[config.mk]
export PLATFORM = sky130hd
export DESIGN_NAME = eros_safe_csr_responder
export DESIGN_NICKNAME = d
export VERILOG_FILES = /design/src/rtl/eros_safe_csr_responder.sv
export SDC_FILE = /design/constraint.sdc
export NUM_CORES = 1
export LEC_CHECK = 0
export BUFFER_PORTS_ARGS = -buffer_cell sky130_fd_sc_hd__buf_4
export CORE_MARGIN = 2
export CORE_UTILIZATION = 30
export DETAILED_ROUTE_END_ITERATION = 6
export PLACE_DENSITY = 0.57
export SLEW_MARGIN = 20
export SYNTH_ARGS = -nofsm -noshare
export SYNTH_HDL_FRONTEND = slang
export SYNTH_SLANG_ARGS = --single-unit
[constraint.sdc]
create_clock -name clk_i -period 2.2 [get_ports clk_i]
set_input_delay 0.11 -clock clk_i [delete_from_list [all_inputs] [get_ports clk_i]]
set_output_delay 0.11 -clock clk_i [all_outputs]
set_load 0.05 [all_outputs]
[src/rtl/eros_safe_csr_responder.sv]
// eros_safe_csr_responder: OBI safe CPU register window with halt/resume sequencer and mismatch interrupt
package eros_safe_csr_pkg;
    typedef enum logic {EDGE, LEVEL} interrupt_type_e;
endpackage

module eros_safe_csr_responder
    import eros_safe_csr_pkg::*;
#(
    parameter logic [31:0]     BaseAddr      = 32'h2000_0000,
    parameter int unsigned     NCores        = 3,
    parameter int unsigned     TimeoutCycles = 1024,
    parameter interrupt_type_e IntcType      = EDGE
) (
    input  logic              clk_i,
    input  logic              rst_ni,
    input  logic              req_i,
    input  logic              we_i,
    input  logic [3:0]        be_i,
    input  logic [31:0]       addr_i,
    input  logic [31:0]       wdata_i,
    output logic              gnt_o,
    output logic              rvalid_o,
    output logic [31:0]       rdata_o,
    input  logic [NCores-1:0] halted_i,
    input  logic              mismatch_i,
    output logic [NCores-1:0] halt_req_o,
    output logic              resume_o,
    output logic [31:0]       boot_addr_o,
    output logic [1:0]        mode_o,
    output logic              irq_o
);
    localparam int unsigned Cw = $clog2(TimeoutCycles);
    localparam logic [Cw-1:0] CntLast = Cw'(TimeoutCycles - 1);

    typedef enum logic [1:0] {IDLE, HALT, RESUME} state_e;

    state_e        state_q, state_n;
    logic [Cw-1:0] cnt_q, cnt_n;
    logic [2:0]    ctrl_q, pend_q, pend_n, w1c;
    logic [31:0]   boot_q, rdata_q, rdata_n, status, byte_mask, offset;
    logic [5:0]    idx;
    logic          sticky_q, sticky_n, mm_prev_q, rvalid_q;
    logic          wr, start, done_set, to_set, mm_set, unused_bits;

    assign offset      = addr_i - BaseAddr;
    assign idx         = offset[7:2];
    assign unused_bits = ^{offset[31:8], offset[1:0]};
    assign wr          = req_i & we_i;
    assign byte_mask   = {{8{be_i[3]}}, {8{be_i[2]}}, {8{be_i[1]}}, {8{be_i[0]}}};
    assign start       = wr && idx == 6'h01 && be_i[0] && wdata_i[0] && state_q == IDLE;
    assign w1c         = (wr && idx == 6'h04 && be_i[0]) ? wdata_i[2:0] : 3'b000;
    assign mm_set      = (IntcType == LEVEL) ? mismatch_i : mismatch_i & ~mm_prev_q;

    always_comb begin
        status = '0;
        status[0] = state_q != IDLE;
        status[1] = sticky_q;
        status[8 +: NCores] = halted_i;
    end

    assign rdata_n = (!req_i || we_i) ? 32'h0 :
                     idx == 6'h00 ? {29'h0, ctrl_q} :
                     idx == 6'h02 ? status :
                     idx == 6'h03 ? boot_q :
                     idx == 6'h04 ? {29'h0, pend_q} : 32'h0;

    always_comb begin
        state_n  = state_q;
        cnt_n    = cnt_q;
        sticky_n = sticky_q;
        done_set = 1'b0;
        to_set   = 1'b0;
        unique case (state_q)
            IDLE: if (start) begin
                state_n  = HALT;
                cnt_n    = '0;
                sticky_n = 1'b0;
            end
            // completion wins over timeout when both happen in the same cycle
            HALT: if (&halted_i) begin
                state_n  = RESUME;
                done_set = 1'b1;
            end else if (cnt_q == CntLast) begin
                state_n  = IDLE;
                to_set   = 1'b1;
                sticky_n = 1'b1;
            end else begin
                cnt_n = cnt_q + 1'b1;
            end
            RESUME: state_n = IDLE;
            default: state_n = IDLE;
        endcase
        pend_n = (pend_q & ~w1c) | {to_set, done_set, mm_set};
    end

    always_ff @(posedge clk_i or negedge rst_ni) begin
        if (!rst_ni) begin
            state_q   <= IDLE;
            cnt_q     <= '0;
            sticky_q  <= 1'b0;
            pend_q    <= '0;
            ctrl_q    <= '0;
            boot_q    <= '0;
            mm_prev_q <= 1'b0;
            rvalid_q  <= 1'b0;
            rdata_q   <= '0;
        end else begin
            state_q   <= state_n;
            cnt_q     <= cnt_n;
            sticky_q  <= sticky_n;
            pend_q    <= pend_n;
            mm_prev_q <= mismatch_i;
            rvalid_q  <= req_i;
            rdata_q   <= rdata_n;
            if (wr && idx == 6'h00 && be_i[0]) ctrl_q <= wdata_i[2:0];
            if (wr && idx == 6'h03) boot_q <= (boot_q & ~byte_mask) | (wdata_i & byte_mask);
        end
    end

    assign gnt_o       = req_i;
    assign rvalid_o    = rvalid_q;
    assign rdata_o     = rdata_q;
    assign halt_req_o  = {NCores{state_q == HALT}};
    assign resume_o    = state_q == RESUME;
    assign boot_addr_o = boot_q;
    assign mode_o      = ctrl_q[1:0];
    assign irq_o       = ctrl_q[2] & |pend_q;
endmodule

==> results of run 1 <==
-- cells by family after synthesis --
| logic type | count (synthesis) | share of synthesized area [%] |
|---|---|---|
| AOI/OAI and AO/OA | 30 | 6.893 |
| buffers and inverters | 23 | 4.135 |
| adders and majority gates | 1 | 0.3534 |
| and+or+nand+nor | 88 | 15.98 |
| DFF | 85 | 60.09 |
| muxes | 40 | 12.55 |
-- cell type report --
cell class	instances	area, um^2	area share [%]
Clock buffer	11	242.7	4.728
Sequential cell	85	2127	41.43
Clock inverter	5	81.33	1.584
Tap cell	143	178.9	3.485
Inverter	11	41.29	0.8043
Timing Repair Buffer	151	1196	23.30
Multi-Input combinational cell	159	1266	24.66
-- path summary, 6_finish.rpt --
check	from	end	slack (ps)	depth (start not counted)
hold / removal	wdata_i[30]	flop	20	2
max in group asynchronous	rst_ni	rdata_o[11]	1080	3
setup / recovery	state_q[0]	cnt_q[1]	300	4
min in group asynchronous	rst_ni	asynchronous set/reset pin	360	2
hold reg to reg	flop	rdata_o[6]	500	1
setup reg to reg	state_q[0]	cnt_q[1]	300	4
-- cell usage after synthesis (3+ instances only) --
cell / number / area (um^2)
buf_4: 6 / 45.04
and2_1: 27 / 168.9
a2bb2oi_1: 3 / 26.28
nand3_1: 6 / 30.03
or3_1: 4 / 25.02
o221ai_2: 4 / 60.06
nand2_2: 3 / 18.77
buf_6: 5 / 56.30
mux2_2: 35 / 394.1
nand2_1: 15 / 56.30
inv_1: 11 / 41.29
a21oi_1: 5 / 25.02
dfrtp_1: 85 / 2127
a211oi_1: 3 / 22.52
nor3_1: 3 / 15.01
nor2_1: 5 / 18.77
mux2i_1: 5 / 50.05
-- power groups by stage --
stage	logic, mW	registers (mW)	clock network [mW]
global placement	0.489	1.75	0
detailed placement	0.497	1.76	0
finish	0.527	1.73	1.64
global route	0.576	1.74	1.75
floorplan	0.205	1.84	0
CTS	0.533	1.73	1.70
-- layer usage --
metal  wire length, um  GRT usage, %
met2              4027         22.04
met1              3679         16.71
met4               150         4.878
met5                 0             0
met3               551         4.374
-- worst register-to-register path, stage by stage (launching register included) --
cell and delay, ps:
dfrtp_1 400, or3b_2 470, or4_4 430, o21ai_2 260, o22ai_1 180
==> summary by stage, run 1 <==
Timing
The hold violation total from the final report was 0. The final critical-path share of the clock period is 86.25%. The final-report max-slew violation count is 0. Based on the critical path, the design can be clocked at up to 527.0 MHz. In the post-route analysis, the smallest setup slack over all paths is 302.5 ps. In the final timing run, aggregate negative setup slack is 0 ps. The smallest hold slack is 15.52 ps.

At the pin with the least slew margin, the transition time is 695.2 ps. In this run the tightest slew margin relative to its limit is 53.65%. The clock tree skew after final layout is 12.47 ps. The count of endpoints failing setup in the final report is 0. Setup repair after global routing left no endpoint under its margin. For the finished layout, the period the worst path requires is 1898 ps.

Critical path
The endpoint arrival time on the critical path is 2070 ps. The endpoint kind of the worst setup timing path is a flop. The cell family contributing the most delay on the critical path is simple AND/OR/NAND/NOR gates. The highest net fanout along the worst path is 11. The startpoint kind of the worst setup timing path is a flop. Traced cell by cell, the critical path runs through or3b_2 > or4_4 > o21ai_2 > o22ai_1.

The critical path contains buffers and inverters numbering 0 combined. Data on the critical path is required at its endpoint by 2370 ps. The slowest cell on the critical path is or3b_2. The start-to-end type of the worst setup path is flop to flop.

The largest stage delay on the critical path is 470 ps.

Synthesis
The flip-flop and latch count after synthesis is 85. For this run, the number of Yosys warnings is 0. The synthesized net count is 344. The prevailing post-synth register cell is dfrtp_1. The combined area of all synthesized cells is 3540 um^2. Counting flops with a built-in enable in the synthesized netlist gives 0. The cell count after synthesis is 267.

Yosys mapped the design onto 50 distinct sky130hd cell types. Each instance of the synthesized netlist takes up on average 13.26 um^2. The share of flip-flops with an asynchronous set or reset after synthesis is 100.0%.

The sequential fraction of the synthesis area is 60.09%.

Clocking
For this design, the sink count on the clock tree is 85. Clock-pin slew was measured on the worst setup and hold paths at 60 ps. The number of hold buffers added after CTS was 24. The number of gates resized after cts is 0.

The deepest clock path buffer count is 2. At the later pin of the worst-skew pair, clock insertion delay measures 340 ps. The cell sitting at the root of the clock tree is a clkbuf_16. The H-tree generated during clock tree synthesis spans 3 levels.

TritonCTS built the clock tree. The number of buffers inserted during clock tree synthesis is 9. The post-CTS repair timing setup buffer count is 0.

Floorplan
For this configuration, the core starts out at a cell density of 30.87%. The core box area is 11,470 um^2. The chip height is 112.6 um. The standard-cell row count is 39. The die area is 12,680 um^2. For this design the top-level I/O count stands at 149.

The die extent in x is 112.6 um.

Layout
After routing the design area is 5134 um^2. The filler cells instantiated in the layout total 1,062. The area overhead of the layout relative to synthesis is 45.03%. After the last flow step, the layout net total stands at 494. After the flow finishes, the layout carries non-filler instances totaling 565.

Cells fill 44.77% of the core in the end. The top cell types in the final layout, fill and taps aside, are 126 x buf_4, 85 x dfrtp_1, 35 x mux2_2. The repair_antennas step left the layout with diodes totalling 0. The library cell used most frequently in the layout, excluding fill and tap cells, is buf_4. The post-route netlist has 46.21% of its cells at a drive strength greater than 1.

Min path
The worst min-delay path class is input port to flop.

Power and ir drop
Summed over all nets, the switching power comes to 985.7 uW. The clock group share of total power is 42.1%. The internal portion of the total power is 2.910 mW. Across the VDD grid, the largest voltage drop is 0.0004969 V. The combinational group share of total power is 13.5%. The leakage power is 2.670 nW. Dividing total power by cell area gives a power density of 758.8 nW/um^2. Registers are responsible for 44.4% of the overall power. The proportion of total power due to net switching is 25.30%. The design draws 3.895 mW.

Detailed routing
Once detail routing completed, the nets flagged for antenna violations numbered 0. Summing over every cut layer, the via total after detailed routing is 2,635. Using the TritonRoute via totals, the vias-per-cell ratio works out to 4.664. Wires add up to 8409 um.

The count of TritonRoute iterations in the first routing pass is 4. In the final routed layout, each cell accounts on average for 14.88 um. The detailed router finished its first iteration with 121 violations. The count of unresolved DRC violations after routing is 0.

Placement
After detailed placement, the total cell area comes to 4559 um^2. The number of placed instances, taps included is 524. The worst slack at placement is 290.8 ps. The count of port buffers added during placement is 122. The sum of net half-perimeters after detailed placement is 6079 um. The weighted congestion at the end of routability-driven global placement is 0.7822.

GRT
The number of global-route vias before repair came to 2,674. The number of antenna violations at the first check in global routing was 0. After global routing the overflow that remains totals 0. The global-route wire length before repair is 13,430 um. The largest net degree at the start of global routing is 55.

The total routing resource utilization after global routing is 13.47%.

Run
The reported max-cap violation count is 0.

Run status
The run finished with clean final reports.
(Power assumes the default switching activity.)
==> run 2, diff against run 1 <==
--- a/config.mk
+++ b/config.mk
@@ -6,10 +6,12 @@
 export NUM_CORES = 1
 export LEC_CHECK = 0
 export BUFFER_PORTS_ARGS = -buffer_cell sky130_fd_sc_hd__buf_4
+export CELL_PAD_IN_SITES_DETAIL_PLACEMENT = 0
+export CELL_PAD_IN_SITES_GLOBAL_PLACEMENT = 1
 export CORE_MARGIN = 2
 export CORE_UTILIZATION = 30
 export DETAILED_ROUTE_END_ITERATION = 6
-export PLACE_DENSITY = 0.57
+export PLACE_DENSITY = 0.7
 export SLEW_MARGIN = 20
 export SYNTH_ARGS = -nofsm -noshare
 export SYNTH_HDL_FRONTEND = slang
==> run 2 against run 1 <==
  * Sequential share of layout area grew 2.0 points
  * Critical endpoint is now cnt_q[4]
  * Clock skew down 7.3 ps
  * Non-clock buffer count down 22
  * Utilization fell by 2.1 points
  * Largest cell class unchanged
  * Wire length decreased by 3.4%
  * Flip-flop and latch count stayed put
  * Critical path type unchanged
  * Global-route usage down 0.24 points
  * Critical path depth is the same
  * Final area decreased by 4.6%
  * Setup slack better by 16 ps
  * Total power fell by 4.6%
==> summary by stage, run 2 (synthesized netlist as in run 1, its figures left out) <==
Detailed routing
The per-cell routed wire length is 14.99 um. For this run, design rule violations remaining after detail routing come to 0. The mean number of vias per cell is 4.570. The DRC marker count from the first detailed-route iteration is 85. The count of TritonRoute iterations in the first routing pass is 4. The detail route stage leaves a number of antenna-violating nets equal to 0.

The routed wire length is 8122 um. Across all layers, the routed design uses 2,477 vias.

Clocking
The clock root buffer is clkbuf_16. The post-CTS repair timing setup buffer count is 0. The clock latency on the worst-skew pair is 320 ps. The TritonCTS clock tree is done. Counting the buffers created by CTS gives 9. The number of sinks handled by clock tree synthesis is 85. Buffers inserted to repair hold after CTS numbered 3. The clock-pin transition on the worst setup and hold timing paths is 60 ps. The number of gates resized after cts is 0. The H-tree was split into 3 levels.

The deepest clock path buffer count is 2.

Layout
The ratio of cells with drive above 1 in the final layout is 48.12%. Compared with the post-synthesis result, the final layout area differs by 38.32%. The non-filler instance count after layout is 542. In the layout the commonest cells are 125 x buf_4, 85 x dfrtp_1, 35 x mux2_2.

0 antenna diodes ended up in the layout. The number of nets at the end of the flow is 472. Leaving out fill and tap cells, the most frequent cell in the layout is buf_4.

Timing
Adding up every negative setup slack in the final design gives 0 ps. Setup repair after global routing left no endpoint under its margin. The final critical-path share of the clock period is 85.53%. Setup violations remaining at the end of the flow were counted as 0. The hold violation total from the final report is 0. At the pin with the least slew margin, the transition time is 631.3 ps.

The clock period could shrink to 1882 ps. Timing would allow up to 531.5 MHz. The final-report max-slew violation count is 0.

The clock arrives with 5.127 ps of skew. In this run the tightest slew margin relative to its limit is 57.92%.

Critical path
The critical path starts at state_q[1]. Across all register-to-register paths, the minimum setup slack is 320 ps. On the critical path, the stage with the largest delay is an instance of or3b_2. The highest net fanout along the worst path is 11.

Walking the worst path, the cells encountered are or3b_2 > or4_4 > o21ai_2 > a31oi_1. The number of buffer and inverter stages on the critical path is 0. The start-to-end type of the worst setup path is flop to flop. The required time of the worst setup path is 2370 ps. The largest stage delay on the critical path is 450 ps. The worst reg2reg path startpoint is state_q[1]. The endpoint arrival time on the critical path is 2050 ps. STA classifies the critical path startpoint as a flop. STA classifies the critical path endpoint as a flop. On the critical path the largest part of the delay comes from simple AND/OR/NAND/NOR gates.

Min path
The min-delay analysis places its worst path in the category input port to flop. In this run the most critical hold path is launched from wdata_i[13].

Placement
The number of placed instances, taps included is 524. The count of port buffers added during placement is 122. The weighted congestion at the end of routability-driven global placement is 0.8363.

The sum of net half-perimeters after detailed placement is 6155 um.

GRT
Global routing consumed, over all layers together, 13.22% of the routing resources. The number of global-route vias before repair is 2,540. The global-route wire length before repair is 13,150 um. The number of antenna violations at the first check in global routing is 0.

Entering global routing, the biggest net connects 49 pins. After global routing the overflow that remains totals 0.

Power and ir drop
The leakage power is 2.571 nW. IR analysis of the VDD net gives a maximum drop of 0.0004378 V. In this run the power density over the cells is 758.9 nW/um^2.

Run status
The flow ran to the end, and the final reports show no timing, DRC or antenna violations.

Run
The reported max-cap violation count is 0.

Floorplan
After floorplanning, the core was divided into 39 placement rows. The starting utilization of the core area is 30.87%. The core box area is 11,470 um^2.

The die covers 12,680 um^2. 149 I/O pins were placed. The die extent in x is 112.6 um. The chip height is 112.6 um.
[run 2: report_power, final]
group          total, mW  internal (mW)  switching (mW)  leakage (nW)
Clock               1.49          0.937           0.553         0.143
Sequential          1.73           1.65          0.0834          1.14
Combinational      0.498          0.213           0.284          1.28
Total               3.72           2.80           0.920          2.57
[run 2: worst register-to-register path: stages (launching register included)]
cell and delay [ps]:
dfrtp_1 410, or3b_2 450, or4_4 440, o21ai_2 250
a31oi_1 180
[run 2: area by class of cell]
type | count | area, um^2
Timing Repair Buffer | 129 | 988.4
Sequential cell | 85 | 2127
Fill cell | 1056 | 6571
Clock inverter | 1 | 30.03
Tap cell | 143 | 178.9
Clock buffer | 14 | 264.0
Inverter | 11 | 41.29
Multi-Input combinational cell | 159 | 1266
[run 2: worst paths after layout]
path                                              endpoint  cells after the start
max in group asynchronous       asynchronous set/reset pin                      3
worst min-delay path                                  flop                      2
min in group asynchronous       asynchronous set/reset pin                      2
worst min register to register                 rdata_o[13]                      1
worst max-delay path                              cnt_q[4]                      4
worst max register to register                    cnt_q[4]                      4
[run 2: metrics by stage]
step | setup WS (ps) | util (%) | hold WS [ps] | power [mW] | instance area, um^2
after global placement | 350.8 | 39.87 | 164.7 | 2.247 | 4572
after floorplan | 483.4 | - | -185.6 | 2.046 | 3540
final | 318.4 | 42.70 | 13.71 | 3.716 | 4896
after global routing | 240.1 | 42.70 | 1.278 | 3.896 | 4896
after detailed placement | 317.3 | 39.87 | 172.7 | 2.257 | 4572
after CTS | 299.8 | 42.70 | 0.1119 | 3.778 | 4896
[run 2: metal layers]
layer	track usage (%)	vias to the layer above	routed length, um
met5	0	-	0
met4	3.496	0	68
met3	4.158	7	593
met2	20.60	92	3816
met1	17.96	1189	3643
li1	-	1189	-
